File: config.mk
export PLATFORM = sky130hd
export DESIGN_NAME = uart_rx_8n1
export DESIGN_NICKNAME = d
export VERILOG_FILES = /design/src/rtl/uart_rx_8n1.sv
export SDC_FILE = /design/constraint.sdc
export NUM_CORES = 1
export LEC_CHECK = 0
export BUFFER_PORTS_ARGS = -buffer_cell sky130_fd_sc_hd__buf_2
export CAP_MARGIN = 20
export CORE_ASPECT_RATIO = 0.8
export CORE_MARGIN = 2
export CORE_UTILIZATION = 54
export CTS_BUF_LIST = sky130_fd_sc_hd__clkbuf_8
export DETAILED_ROUTE_END_ITERATION = 8
export MAX_ROUTING_LAYER = met4
export PLACE_DENSITY = 0.76
export SLEW_MARGIN = 20
export SYNTH_ARGS = -nofsm -noshare
export SYNTH_HDL_FRONTEND = slang
export SYNTH_SLANG_ARGS = --single-unit
File: constraint.sdc
create_clock -name clk -period 1.5 [get_ports clk]
set_input_delay 0.225 -clock clk [delete_from_list [all_inputs] [get_ports clk]]
set_output_delay 0.225 -clock clk [all_outputs]
set_load 0.005 [all_outputs]
File: src/rtl/uart_rx_8n1.sv
// 8N1 UART receiver with 2-FF input sync and mid-bit oversampling.
// Define UART_RX_PARITY_EN to add an even-parity bit and parity_error.
module uart_rx_8n1 #(
    parameter int CLK_HZ     = 100_000_000,
    parameter int BAUD       = 9600,
    parameter int OVERSAMPLE = 16
) (
    input  logic       clk,
    input  logic       rst,
    input  logic       rx,
    output logic       data_enable,
    output logic [7:0] uart_data,
    output logic       frame_error,
`ifdef UART_RX_PARITY_EN
    output logic       parity_error,
`endif
    output logic       busy
);

    localparam int DIV = CLK_HZ / (BAUD * OVERSAMPLE);
    localparam int DW  = (DIV > 1) ? $clog2(DIV) : 1;
    localparam int SW  = $clog2(OVERSAMPLE);

    localparam logic [DW-1:0] DIV_LAST = DW'(DIV - 1);
    localparam logic [SW-1:0] SMP_MID  = SW'(OVERSAMPLE / 2 - 1);
    localparam logic [SW-1:0] SMP_LAST = SW'(OVERSAMPLE - 1);

    localparam logic [2:0] IDLE   = 3'd0;
    localparam logic [2:0] START  = 3'd1;
    localparam logic [2:0] DATA   = 3'd2;
    localparam logic [2:0] STOP   = 3'd3;
    localparam logic [2:0] PARITY = 3'd4;

    logic [2:0]    state;
    logic          rx_m;
    logic          rx_s;
    logic [DW-1:0] div_cnt;
    logic [SW-1:0] smp_cnt;
    logic [2:0]    bit_cnt;
    logic [7:0]    shift;
    logic          brk;
    logic          tick;
    logic          smp_last;
`ifdef UART_RX_PARITY_EN
    logic          par_bad;
`endif

    assign tick     = (div_cnt == DIV_LAST);
    assign smp_last = tick && (smp_cnt == SMP_LAST);
    assign busy     = (state != IDLE);

    always_ff @(posedge clk) begin
        if (rst) begin
            state       <= IDLE;
            rx_m        <= 1'b1;
            rx_s        <= 1'b1;
            div_cnt     <= '0;
            smp_cnt     <= '0;
            bit_cnt     <= '0;
            shift       <= '0;
            brk         <= 1'b0;
            data_enable <= 1'b0;
            frame_error <= 1'b0;
            uart_data   <= 8'h00;
`ifdef UART_RX_PARITY_EN
            parity_error <= 1'b0;
            par_bad      <= 1'b0;
`endif
        end else begin
            rx_m        <= rx;
            rx_s        <= rx_m;
            data_enable <= 1'b0;
            frame_error <= 1'b0;
`ifdef UART_RX_PARITY_EN
            parity_error <= 1'b0;
`endif
            if (state != IDLE) begin
                div_cnt <= tick ? '0 : div_cnt + 1'b1;
                if (tick)
                    smp_cnt <= (smp_cnt == SMP_LAST) ? '0 : smp_cnt + 1'b1;
            end
            case (state)
                IDLE: begin
                    div_cnt <= '0;
                    smp_cnt <= '0;
                    bit_cnt <= '0;
                    if (rx_s)
                        brk <= 1'b0;
                    else if (!brk)
                        state <= START;
                end
                START: begin
                    // Re-zero at mid start bit so later samples land mid-bit
                    if (tick && smp_cnt == SMP_MID) begin
                        smp_cnt <= '0;
                        state   <= rx_s ? IDLE : DATA;
                    end
                end
                DATA: begin
                    if (smp_last) begin
                        shift   <= {rx_s, shift[7:1]};
                        bit_cnt <= bit_cnt + 1'b1;
                        if (bit_cnt == 3'd7)
`ifdef UART_RX_PARITY_EN
                            state <= PARITY;
`else
                            state <= STOP;
`endif
                    end
                end
`ifdef UART_RX_PARITY_EN
                PARITY: begin
                    if (smp_last) begin
                        par_bad <= ^{shift, rx_s};
                        state   <= STOP;
                    end
                end
`endif
                STOP: begin
                    // Leave at mid stop bit so a back-to-back start edge is seen
                    if (smp_last) begin
                        state <= IDLE;
                        if (rx_s) begin
`ifdef UART_RX_PARITY_EN
                            if (par_bad) begin
                                parity_error <= 1'b1;
                            end else begin
                                data_enable <= 1'b1;
                                uart_data   <= shift;
                            end
`else
                            data_enable <= 1'b1;
                            uart_data   <= shift;
`endif
                        end else begin
                            frame_error <= 1'b1;
                            brk         <= 1'b1;
                        end
                    end
                end
                default: state <= IDLE;
            endcase
        end
    end

endmodule
# [After elaboration in Yosys (flattened, before gate mapping)]
# Index checks and enable logic that the tools add are counted.
[totals] regBits=41 in_bits=3 output_inout_bits=11 elab_cells=66
[op_classes] n_addsub=3 eq_ne=15 n_mux=22 n_bitwise=2 reduce_logical=13
[op_table] operator="$mux W3" n=7
[op_table] operator="$mux W4" n=4
[op_table] operator="$ne A2 B2 Y1 const B" n=8
[op_table] operator="$pmux W3 S4" n=1
[op_table] operator="$add A10 B1 Y10 const B" n=1
[op_table] operator="$eq A10 B10 Y1 const B" n=1
[op_table] operator="$mux W10" n=1
[op_table] operator="$pmux W4 S2" n=1
[op_table] operator="$eq A3 B2 Y1 const B" n=2
[op_table] operator="$pmux W3 S2" n=1
[op_table] operator="$reduce_and A6 Y1" n=1
[op_table] operator="$mux W1" n=5
[op_table] operator="$add A4 B1 Y4 const B" n=1
[op_table] operator="$eq A4 B3 Y1 const B" n=1
[op_table] operator="$eq A4 B4 Y1 const B" n=1
[op_table] operator="$reduce_and A2 Y1" n=2
[op_table] operator="$reduce_and A4 Y1" n=1
[op_table] operator="$reduce_bool A2 Y1" n=2
[op_table] operator="$add A3 B1 Y3 const B" n=1
[op_table] operator="$eq A3 B1 Y1 const B" n=1
[op_table] operator="$eq A3 B3 Y1 const B" n=1
[op_table] operator="$logic_not A3 Y1" n=1
[op_table] operator="$reduce_and A3 Y1" n=1
[op_table] operator="$reduce_bool A3 Y1" n=1
[op_table] operator="other kinds (6)" n=8

# [Depth between registers and ports, before layout]
[logic_depth] word_depth=6 mapped_depth=7 depth_no_buf=6

# [Least setup slack after synthesis]
# Ideal clock, no wire load.
[synth_timing] kind="register -> register" start="reg div_cnt[0]" end="reg state[0]" setup_time_ps=116 arrival_ps=1388 t_required_ps=1384 path_slack_ps=-4 stages_incl_launch_ff=8 path_buffers=1 synth_period_minus_slack_ps=1504 cell_sequence="dfxtp_1 -> inv_1 -> ha_1 -> and4bb_2 -> and4_1 -> buf_4 -> mux2i_1 -> nor2_1"
[synth_via] elab_chain_cells=4
[synth_rtl] element="start, declared" line="37" rtl="logic [DW-1:0] div_cnt;"
[synth_rtl] element="start signal, assigned" line="78" rtl="div_cnt <= tick ? '0 : div_cnt + 1'b1;"
[synth_rtl] element="$eq A10 B10 Y1 (*)" line="48" rtl="assign tick = (div_cnt == DIV_LAST);"
[synth_rtl] element="$logic_and A1 B1 Y1, on equally long branches" line="94, 49"
[synth_rtl] element="$ne A2 B2 Y1 (no line)"
[synth_rtl] element="$reduce_and A6 Y1 (no line) (*)"
[synth_rtl] element="end signal, assigned" line="96" rtl="state <= rx_s ? IDLE : DATA;"
[synth_rtl] element="end, declared" line="34" rtl="logic [2:0] state;"
# Mark *: on every way between the ends. The rest lies on a longest branch, timed or not.
# A chain may end at the register's enable or synchronous reset.

# [Worst setup path after layout]
[layout_timing] start="reg div_cnt[0]" end="reg uart_data[2]"
[layout_via] elab_chain_cells=3
[layout_rtl] element="$eq A10 B10 Y1" line="48"
[layout_rtl] element="$logic_and A1 B1 Y1" line="49" rtl="assign smp_last = tick && (smp_cnt == SMP_LAST);"
[layout_rtl] element="$reduce_and A3 Y1 (no line)"
[layout_rtl] element="end signal, assigned" line="133" rtl="uart_data <= shift;"
[layout_rtl] element="end, declared" line="12" rtl="output logic [7:0] uart_data,"
# No other way between the ends.

==> flow_metrics.env <==
export IMPL_grt_pass1_wl_um=6350
export IMPL_final_setup_viol_count=9
export IMPL_p_per_area_nw_per_um2=819
export IMPL_numCtsBuffers=5
export IMPL_die_area_um2=3670
export IMPL_synth_compound_gate_area_share_pct=10.4
export IMPL_fin_ws_ns=-0.0581
export IMPL_synth_area_um2=1730
export IMPL_synth_fa_ha_area_share_pct=3.62
export IMPL_cts_buffer_depth=2
export IMPL_remaining_drc_errors=0
export IMPL_synth_nets=198
export IMPL_drive_gt1_share_pct=32.1
export IMPL_final_nets=232
export IMPL_synth_cell_type_count=38
export IMPL_viasPerCell=5.82
export IMPL_critPathArrivalTime_ns=1.79
export IMPL_die_height_um=54.6
export IMPL_clock_sinks=40
export IMPL_die_width_um=67.2
export IMPL_rsz0062_at_grt="yes"
export IMPL_critical_path_class="reg -> reg"
export IMPL_grt_max_degree=21
export IMPL_antenna_found_initial=0
export IMPL_drtIter0Drc=147
export IMPL_yosys_area_top_type="dfxtp_1"
export IMPL_drt_wl_total_um=4190
export IMPL_coreArea_um2=3060
export IMPL_cp_start_kind="register"
export IMPL_synth_area_mux_share_pct=5.22
export IMPL_overflow=0
export IMPL_routabilityCongestion=0.895
export IMPL_ys_warn_count=0
export IMPL_hp_class="in -> reg"
export IMPL_synth_ff_type="dfxtp_1"
export IMPL_hold_viol=0
export IMPL_violations="negative setup slack"
export IMPL_finClkSkew_ns=0.00758
export IMPL_synthXorXnorAreaFrac_pct=4.06
export IMPL_finalSetupTns_ns=-0.302
export IMPL_synth_area_per_cell_um2=9.09
export IMPL_insertion_delay_ns=0.30
export IMPL_cts_htree_levels=2
export IMPL_fmax_mhz=642
export IMPL_gr_usage_all_layers_pct=24.7
export IMPL_cts_hold_buf=0
export IMPL_drt_pre_antenna_iters=4
export IMPL_ir_worst_vdd_v=0.000576
export IMPL_synth_area_leaders="dfxtp_1 (46%), mux2i_1 (5.2%), nand3_1 (4.6%)"
export IMPL_ant_nets=0
export IMPL_area_growth_pct=26.7
export IMPL_worst_ep_required_time_ns=1.73
export IMPL_cap_violations=0
export IMPL_dr_total_vias=1536
export IMPL_drv_slew=0
export IMPL_ys_seq_area_share_pct=46.4
export IMPL_fin_crit_sh_pct=104
export IMPL_num_rows=18
export IMPL_leakagePower_nw=0.784
export IMPL_port_buffers=13
export IMPL_layout_min_cycle_time_ns=1.56
export IMPL_yosys_area_top_type_share_pct=46.4
export IMPL_synth_simple_area_share_pct=27.3
export IMPL_start_util_pct=56.4
export IMPL_cts_root_buf="clkbuf_8"
export IMPL_syn_inst=190
export IMPL_power_mw=1.79
export IMPL_outcome="finished with violations"
export IMPL_wl_per_cell_um=15.9
export IMPL_grt_pass1_vias=1394
export IMPL_synth_edf_count=0
export IMPL_clkTransAtPathRegs_ns=0.07
export IMPL_async_flop_share_pct=0
export IMPL_io_pins=14
export IMPL_cp_max_fo=8
export IMPL_synth_top_family_by_area="simple AND/OR/NAND/NOR gates"
export IMPL_end_kind="register"
export IMPL_antennaDiodeCount=0
export IMPL_synth_seq_cells=40
export IMPL_hpwl_um=2630
export IMPL_slew_headroom_pct=71.4
export IMPL_cts_tree="done"
export IMPL_max_slew_worst_pin_slew_ns=0.429
## per-layer routing
layer  vias up  GRT usage [%]  wire (um)
met5         -              -          0
met4         0           8.16        100
met1       728           33.2       1890
met3        12           8.64        264
met2        53           34.7       1930
li1        743              -          -
## synthesized netlist by cell type (2+ instances only)
cell,count
xnor2_1,5
xor2_1,3
mux2i_1,9
nor3_1,3
a31oi_1,3
nand2b_1,9
inv_1,5
nor2_2,2
dfxtp_1,40
or3_1,4
nand2_1,13
buf_2,3
clkbuf_1,2
or2_2,2
o21ai_0,14
and4_1,2
nor2_1,17
a21oi_1,13
nand4_1,3
ha_1,5
nand3_1,16
## power by group
part / total (mW) / switching (mW) / internal, mW
Combinational: 0.0511 / 0.0311 / 0.0200
Clock: 0.669 / 0.360 / 0.309
Sequential: 1.07 / 0.00636 / 1.07
Total: 1.79 / 0.397 / 1.40
## final cells by class
| type | instances | area [um^2] |
|---|---|---|
| clock buffers | 5 | 68.8 |
| flip-flops and latches | 40 | 805 |
| multi-input cells | 138 | 1000 |
| fillers | 224 | 875 |
| repair buffers | 34 | 238 |
| well taps | 40 | 50.0 |
| clock inverters | 2 | 8.76 |
| inverters | 5 | 18.8 |
## repair_timing
item | in CTS | in global routing
endpoints found under the setup margin | 19 | 27
gates resized for setup | 12 | 30
buffers inserted | 0 | 4
pin swaps | 4 | 15
## cell families after synthesis
logic type,after synthesis
buffers and inverters,12
XOR/XNOR,8
adder cells (fa/ha/maj),5
AND/OR/NAND/NOR,83
AO/OA/AOI/OAI,33
multiplexers,9
flip-flops,40
## cell usage in the layout, fill, tap and decap left out, types with 2 or more instances in the layout
master | synthesis | final
a21oi_2 | 0 | 5
o21ai_1 | 0 | 4
nand2_1 | 13 | 12
o21ai_2 | 0 | 2
nand3_4 | 0 | 2
o21ai_0 | 14 | 8
xnor2_1 | 5 | 5
xor2_1 | 3 | 3
dfxtp_2 | 0 | 3
buf_6 | 0 | 4
or2_2 | 2 | 2
nand4_1 | 3 | 3
nand2b_1 | 9 | 8
nor3_1 | 3 | 3
buf_4 | 1 | 17
or3_1 | 4 | 3
and4_4 | 0 | 2
a31oi_1 | 3 | 3
buf_2 | 3 | 13
nand3_1 | 16 | 13
inv_1 | 5 | 5
nand4_4 | 1 | 2
clkbuf_8 | 0 | 5
a21oi_1 | 13 | 8
dfxtp_1 | 40 | 37
nor2_1 | 17 | 17
ha_1 | 5 | 3
mux2i_1 | 9 | 9
## sequential cells by signal, indices dropped and copies added (netlist names)
signal	cells
rx_m	1
bit_cnt	3
rx_s	1
frame_error	1
data_enable	1
brk	1
uart_data	8
smp_cnt	4
div_cnt	10
state	2
shift	8
## worst max-delay path: stages, from the launching register on
cell and delay [ns]:
dfxtp_2 0.33, inv_2 0.06, ha_4 0.11, and4bb_4 0.29, and4_4 0.28, buf_6 0.15
nand3_1 0.12, a21oi_2 0.15
## worst paths after layout
check                           startpoint      endpoint  slack, ns  depth (start not counted)
worst max-delay path            div_cnt[0]  uart_data[2]      -0.06                          7
worst min-delay path                    rx          rx_m       0.11                          2
worst min register to register        rx_m          rx_s       0.42                          1
worst max register to register  div_cnt[0]  uart_data[2]      -0.06                          7
## through the flow
| step | std cells | hold WS (ns) | worst slack (ns) | instance area, um^2 | utilization (%) |
|---|---|---|---|---|---|
| after floorplan | 190 | 0.329 | 0.00678 | 1730 | - |
| after global placement | 253 | 0.394 | -0.0146 | 1940 | 63.3 |
| after detailed placement | 253 | 0.401 | -0.0914 | 1940 | 63.3 |
| after CTS | 260 | 0.105 | -0.0213 | 2060 | 67.1 |
| after global routing | 264 | 0.106 | -0.114 | 2190 | 71.4 |
| final | 264 | 0.107 | -0.0581 | 2190 | 71.4 |
(Power assumes the default switching activity.)
